--- config.mk ---
export PLATFORM = sky130hd
export DESIGN_NAME = imem_boot_loader_flat
export DESIGN_NICKNAME = d
export VERILOG_FILES = /design/src/rtl/imem_boot_loader_pkg.sv /design/src/rtl/imem_boot_loader_if.sv /design/src/rtl/imem_boot_loader_word_assembler.sv /design/src/rtl/imem_boot_loader.sv /design/src/flat_wrapper.sv
export SDC_FILE = /design/constraint.sdc
export NUM_CORES = 1
export LEC_CHECK = 0
export BUFFER_PORTS_ARGS = -buffer_cell sky130_fd_sc_hd__buf_2
export CORE_MARGIN = 1
export CORE_UTILIZATION = 30
export DETAILED_ROUTE_END_ITERATION = 8
export GPL_TIMING_DRIVEN = 0
export PLACE_DENSITY = 0.52
export SLEW_MARGIN = 20
export SYNTH_ARGS = -nofsm -noshare
export SYNTH_HDL_FRONTEND = slang
export SYNTH_HIERARCHICAL = 1
export SYNTH_SLANG_ARGS = --single-unit
--- constraint.sdc ---
create_clock -name clk -period 3 [get_ports clk]
set_input_delay 0.6 -clock clk [delete_from_list [all_inputs] [get_ports clk]]
set_output_delay 0.6 -clock clk [all_outputs]
set_load 0.005 [all_outputs]
--- src/rtl/imem_boot_loader_pkg.sv ---
// boot_pkg: shared states and constants for the instruction memory boot loader
package boot_pkg;
    typedef enum logic [2:0] {IDLE, LEN_LO, LEN_HI, DATA, CSUM, DONE, ERROR} boot_state_t;
    localparam logic [7:0] SYNC_BYTE_DEFAULT = 8'hA5;
    localparam int WORD_BYTES = 4;
endpackage

--- src/rtl/imem_boot_loader_if.sv ---
// imem_boot_loader_if: host byte stream in, instruction memory write port out
interface imem_boot_loader_if #(parameter int ADDR_W = 8);
    logic              in_valid;
    logic              in_ready;
    logic [7:0]        in_data;
    logic              imem_we;
    logic [ADDR_W-1:0] imem_addr;
    logic [31:0]       imem_wdata;
    modport master (output in_valid, in_data, input in_ready, imem_we, imem_addr, imem_wdata);
    modport slave  (input in_valid, in_data, output in_ready, imem_we, imem_addr, imem_wdata);
endinterface

--- src/rtl/imem_boot_loader_word_assembler.sv ---
// word_assembler: packs little-endian bytes into 32-bit words
module word_assembler
    import boot_pkg::*;
(
    input  logic        clk,
    input  logic        rst_n,
    input  logic        strobe,
    input  logic        clear,
    input  logic [7:0]  data,
    output logic        word_valid,
    output logic [31:0] word
);
    localparam int LW = $clog2(WORD_BYTES);
    logic [LW-1:0] lane;
    logic [23:0]   shift_q;
    // bytes shift in from the top, so after three the low 24 bits are in place
    assign word_valid = strobe && lane == LW'(WORD_BYTES - 1);
    assign word       = {data, shift_q};
    always_ff @(posedge clk or negedge rst_n) begin
        if (!rst_n) begin
            lane    <= '0;
            shift_q <= '0;
        end else if (clear) begin
            lane    <= '0;
            shift_q <= '0;
        end else if (strobe) begin
            lane    <= lane + 1'b1;
            shift_q <= {data, shift_q[23:8]};
        end
    end
endmodule

--- src/rtl/imem_boot_loader.sv ---
// imem_boot_loader: loads a framed, checksummed image into imem and gates core reset
module imem_boot_loader
    import boot_pkg::*;
#(
    parameter int         ADDR_W    = 8,
    parameter logic [7:0] SYNC_BYTE = SYNC_BYTE_DEFAULT
) (
    input  logic                clk,
    input  logic                rst_n,
    imem_boot_loader_if.slave   bus,
    input  logic                reload,
    output logic                cpu_rst_n,
    output logic                load_done,
    output logic                load_error
);
    localparam logic [16:0] DEPTH = 17'd1 << ADDR_W;
    boot_state_t     state, state_nx;
    logic [7:0]      len_lo, csum;
    logic [15:0]     len, len_in;
    logic [ADDR_W:0] word_cnt;
    logic [16:0]     cnt_nx;
    logic            accept, word_valid, last_word;
    logic [31:0]     word;
    assign bus.in_ready = rst_n && !reload && (state inside {IDLE, LEN_LO, LEN_HI, DATA, CSUM});
    assign accept       = bus.in_valid && bus.in_ready;
    assign len_in       = {bus.in_data, len_lo};
    assign cnt_nx       = 17'(word_cnt) + 17'd1;
    assign last_word    = word_valid && cnt_nx == {1'b0, len};
    assign cpu_rst_n    = state == DONE;
    assign load_done    = state == DONE;
    assign load_error   = state == ERROR;
    word_assembler u_asm (
        .clk        (clk),
        .rst_n      (rst_n),
        .strobe     (accept && state == DATA),
        .clear      (state == IDLE),
        .data       (bus.in_data),
        .word_valid (word_valid),
        .word       (word)
    );
    always_ff @(posedge clk or negedge rst_n) begin
        if (!rst_n) state <= IDLE;
        else        state <= state_nx;
    end
    always_comb begin
        state_nx = state;
        if (reload) state_nx = IDLE;
        else if (accept) begin
            case (state)
                IDLE:    state_nx = (bus.in_data == SYNC_BYTE) ? LEN_LO : IDLE;
                LEN_LO:  state_nx = LEN_HI;
                LEN_HI:  state_nx = ({1'b0, len_in} > DEPTH) ? ERROR : (len_in == '0) ? CSUM : DATA;
                DATA:    state_nx = last_word ? CSUM : DATA;
                CSUM:    state_nx = (bus.in_data == csum) ? DONE : ERROR;
                default: state_nx = state;
            endcase
        end
    end
    always_ff @(posedge clk or negedge rst_n) begin
        if (!rst_n) begin
            len_lo         <= '0;
            len            <= '0;
            csum           <= '0;
            word_cnt       <= '0;
            bus.imem_we    <= 1'b0;
            bus.imem_addr  <= '0;
            bus.imem_wdata <= '0;
        end else begin
            bus.imem_we <= word_valid;
            if (word_valid) begin
                bus.imem_addr  <= word_cnt[ADDR_W-1:0];
                bus.imem_wdata <= word;
                word_cnt       <= word_cnt + 1'b1;
            end
            if (state == IDLE) begin
                csum     <= '0;
                word_cnt <= '0;
            end
            if (accept && state inside {LEN_LO, LEN_HI, DATA}) csum <= csum ^ bus.in_data;
            if (accept && state == LEN_LO) len_lo <= bus.in_data;
            if (accept && state == LEN_HI) len <= len_in;
        end
    end
endmodule
--- src/flat_wrapper.sv ---
// flat-port wrapper written by rule: the top's interface ports become plain ports
module imem_boot_loader_flat import boot_pkg::*;
#(
    parameter int         ADDR_W    = 8,
    parameter logic [7:0] SYNC_BYTE = SYNC_BYTE_DEFAULT
)
  (clk, rst_n, reload, cpu_rst_n, load_done, load_error, bus_in_valid, bus_in_data, bus_in_ready, bus_imem_we, bus_imem_addr, bus_imem_wdata);
  imem_boot_loader_if #(.ADDR_W(ADDR_W)) bus_i ();
  input  logic clk;
  input  logic rst_n;
  input  logic reload;
  output logic cpu_rst_n;
  output logic load_done;
  output logic load_error;
  input wire logic [$bits(bus_i.in_valid)-1:0] bus_in_valid;
  input wire logic [$bits(bus_i.in_data)-1:0] bus_in_data;
  output wire logic [$bits(bus_i.in_ready)-1:0] bus_in_ready;
  output wire logic [$bits(bus_i.imem_we)-1:0] bus_imem_we;
  output wire logic [$bits(bus_i.imem_addr)-1:0] bus_imem_addr;
  output wire logic [$bits(bus_i.imem_wdata)-1:0] bus_imem_wdata;
  assign bus_i.in_valid = bus_in_valid;
  assign bus_i.in_data = bus_in_data;
  assign bus_in_ready = bus_i.in_ready;
  assign bus_imem_we = bus_i.imem_we;
  assign bus_imem_addr = bus_i.imem_addr;
  assign bus_imem_wdata = bus_i.imem_wdata;
  imem_boot_loader #(.ADDR_W(ADDR_W), .SYNC_BYTE(SYNC_BYTE)) u_core (.clk(clk), .rst_n(rst_n), .bus(bus_i), .reload(reload), .cpu_rst_n(cpu_rst_n), .load_done(load_done), .load_error(load_error));
endmodule
==> run_results.csv <==
group,metric,value,unit
power_and_ir_drop,power_leakage,2.92,nW
yosys,seq_area_frac_synth,54.0,%
grt,grt_pass1_wl,19100,microns
grt,grt_overflow_total,0,
yosys,syn_area_per_cell,12.0,sq um
layout,drive_gt1_share,37.3,%
layout,areaGrowthSynthToFinish,20.2,%
placed_design,portBuffers,56,
worst_setup_path,cp-end-kind,"flop",
worst_setup_path,slowest_stage,"or4_4",
clock_network,cts_buffers,9,
power_and_ir_drop,total_power,2.83,mW
power_and_ir_drop,ir_drop,0.288,mV
timing,fin_crit_sh,95.7,%
power_and_ir_drop,pwr_density_cell,458,nW/um^2
clock_network,htreeDepth,3,
flow_run,cap_violations,0,
grt,antenna_found_initial,0,
floorplan,die_x,133,microns
clock_network,insertion_delay,0.35,ns
timing,finClkSkew,0.00670,ns
clock_network,cts_tree,"done",
worst_setup_path,crit_fanout,5,
clock_network,clkTransAtPathRegs,0.07,ns
route,wl_per_cell,15.8,microns
floorplan,core_area,16600,sq um
worst_setup_path,arrival,3.09,ns
timing,slew_viol_final,0,
yosys,ys.flop_type,"dfrtp_1",
floorplan,rows,47,
timing,hold_ws,0.0799,ns
timing,tightest_slew,0.710,ns
worst_setup_path,start_kind,"flop",
placed_design,gp_congestion,0.794,
yosys,synthCells,430,
yosys,synth_seq_cells,111,
worst_setup_path,worstPathRequired,3.22,ns
timing,relSlewSlack,52.7,%
worst_setup_path,cp_top_family,"simple AND/OR/NAND/NOR gates",
worst_setup_path,crit_chain,"o21ai_2 -> and3b_2 -> nand2_2 -> nor3_4 -> buf_8 -> and2_4 -> nand2b_4 -> or4_4 -> nor4_4 -> nand4_1 -> a21oi_2 -> o221ai_2",
floorplan,die_area,17700,sq um
yosys,ys_types,50,
grt,grt_max_degree,82,
route,drt-total-wl,11600,microns
route,vias_per_cell,4.76,
worst_hold_path,min_path_type,"in -> async",
yosys,ys_async_sr_fraction,100,%
floorplan,io_pins,57,
placed_design,dpl_cell_area,5740,sq um
timing,finalHoldViolCount,0,
worst_setup_path,path_buf_inv,1,
worst_setup_path,crit_type,"reg -> reg",
layout,fin_area,6180,sq um
floorplan,initial_core_util,30.9,%
outcome,outcome,"finished clean",
route,vias,3481,
grt,grt_usage,13.9,%
worst_setup_path,critPathMaxStageDelay,0.43,ns
timing,fin_crit,2.87,ns
timing,finalSetupViolCount,0,
clock_network,cts.path.max_buffers,2,
yosys,synth_edf_count,0,
placed_design,hpwlAfterDp,7890,microns
route,drt_drc_violations_left,0,
timing,max_freq,348,MHz
clock_network,clockRootBuffer,"clkbuf_16",
yosys,yosysWarningCount,6,
layout,n_antenna_cell,0,
clock_network,postCtsHoldBufs,0,
route,drt_iter0_drc,194,
clock_network,cts.sinks,111,
floorplan,dieHeight,133,microns
yosys,syn-num-nets,444,
yosys,synth_area,5140,sq um
grt,first_global_vias,3576,
layout,final_net_count,522,
route,ant_nets,0,
route,dr.pass1.iters,4,
cells by family (layout without fill, tap and decap cells):
group	Yosys count	count (layout)	synth area share [%]
and+or+nand+nor	117	117	11.8
DFF	111	111	54.0
muxes	92	92	19.4
AOI/OAI and AO/OA	46	46	5.59
buffers and inverters	36	118	4.28
xor gates and xnor gates	26	26	4.43
adders and majority gates	2	2	0.486
through the flow:
stage | utilization, % | worst slack, ns | std cells | setup TNS [ns]
finish | 37.2 | 0.128 | 732 | 0
global route | 37.2 | -0.0211 | 732 | -0.0211
CTS | 36.8 | 0.00455 | 727 | 0
detailed placement | 34.5 | -0.982 | 707 | -32.17
global placement | 34.3 | -2.70 | 706 | -182.18
floorplan | - | 0.0343 | 430 | 0
path summary, 6_finish.rpt:
kind,startpoint,end,slack [ns],cells after the start
worst min-delay path,rst_n,u_core/bus.imem_wdata[13]$_DFFE_PN0P_,0.08,1
worst min register to register,u_core/bus.imem_addr[4]$_DFFE_PN0P_,u_core/bus.imem_addr[4]$_DFFE_PN0P_,0.50,1
max in group asynchronous,rst_n,u_core/len_lo[6]$_DFFE_PN0P_,2.29,2
min in group clk,u_core/bus.imem_addr[4]$_DFFE_PN0P_,u_core/bus.imem_addr[4]$_DFFE_PN0P_,0.50,1
worst max register to register,u_core/state[0]$_DFFE_PN0P_,u_core/state[1]$_DFFE_PN0P_,0.13,12
worst max-delay path,u_core/state[0]$_DFFE_PN0P_,u_core/state[1]$_DFFE_PN0P_,0.13,12
worst reg2reg max path: cells and delay by family, from the launching register on:
kind / cells / cell delay [ns]
compound gates: 3 / 0.49
buf+inv: 1 / 0.15
flops: 1 / 0.41
simple gates: 8 / 1.70
cells in the final DEF (no fill, tap or decap), types with 10 or more instances in the layout:
cell type,n
buf_2,62
buf_4,23
dfrtp_1,108
mux2_2,63
mux2i_1,29
nand2_1,19
nand2b_1,14
nor2_1,39
o21ai_0,21
xnor2_1,10
xor2_1,16
layout make-up:
type / instances / area (sq um)
buffer: 26 / 169
clock buffer: 10 / 239
clock inverter: 5 / 58.8
fill: 1640 / 10500
inverter: 5 / 18.8
multi-input combinational: 283 / 2190
sequential: 111 / 2780
tap: 220 / 275
timing repair buffer: 72 / 448
cell usage after synthesis, types with 3 or more instances:
cell / number / share of area [%]
a21oi_1: 4 / 0.39
and2_1: 3 / 0.36
buf_1: 4 / 0.29
buf_2: 9 / 0.88
buf_4: 9 / 1.3
clkbuf_1: 6 / 0.44
dfrtp_1: 111 / 54
inv_1: 4 / 0.29
mux2_2: 63 / 14
mux2i_1: 29 / 5.6
nand2_1: 20 / 1.5
nand2b_1: 15 / 1.8
nand4_1: 9 / 1.1
nor2_1: 39 / 2.8
nor2b_1: 3 / 0.36
nor3_1: 3 / 0.29
nor4_1: 7 / 0.85
o21ai_0: 22 / 2.1
o21ai_1: 3 / 0.29
or4_1: 3 / 0.44
xnor2_1: 10 / 1.7
xor2_1: 16 / 2.7
per-layer routing:
layer,up-vias,global-route usage (%),wire length [microns]
li1,1644,-,-
met1,1771,19.0,5590
met2,55,21.9,5410
met3,11,2.11,377
met4,0,5.81,197
met5,-,0,0
state kept, by name (all words and copies together) (netlist names):
| signal | count |
|---|---|
| u_core/bus.imem_we | 1 |
| u_core/state | 3 |
| u_core/word_cnt | 9 |
| u_core/len | 16 |
| u_core/csum | 8 |
| u_core/u_asm/lane | 2 |
| u_core/u_asm/shift_q | 24 |
| u_core/bus.imem_addr | 8 |
| u_core/len_lo | 8 |
| u_core/bus.imem_wdata | 32 |
where the power goes:
group	switching (mW)	total [mW]	internal, mW
Sequential	0.00889	1.52	1.51
Clock	0.537	1.20	0.666
Combinational	0.0707	0.114	0.0438
Total	0.617	2.83	2.22
what timing repair did:
item / 4_1_cts / 5_1_grt
pin swaps: 4 / 5
endpoints found under the setup margin: 51 / 22
resized for setup: 12 / 7
setup buffers: 8 / 7
gates cloned: 0 / 0
No activity file was read; power rests on OpenSTA's default activity.
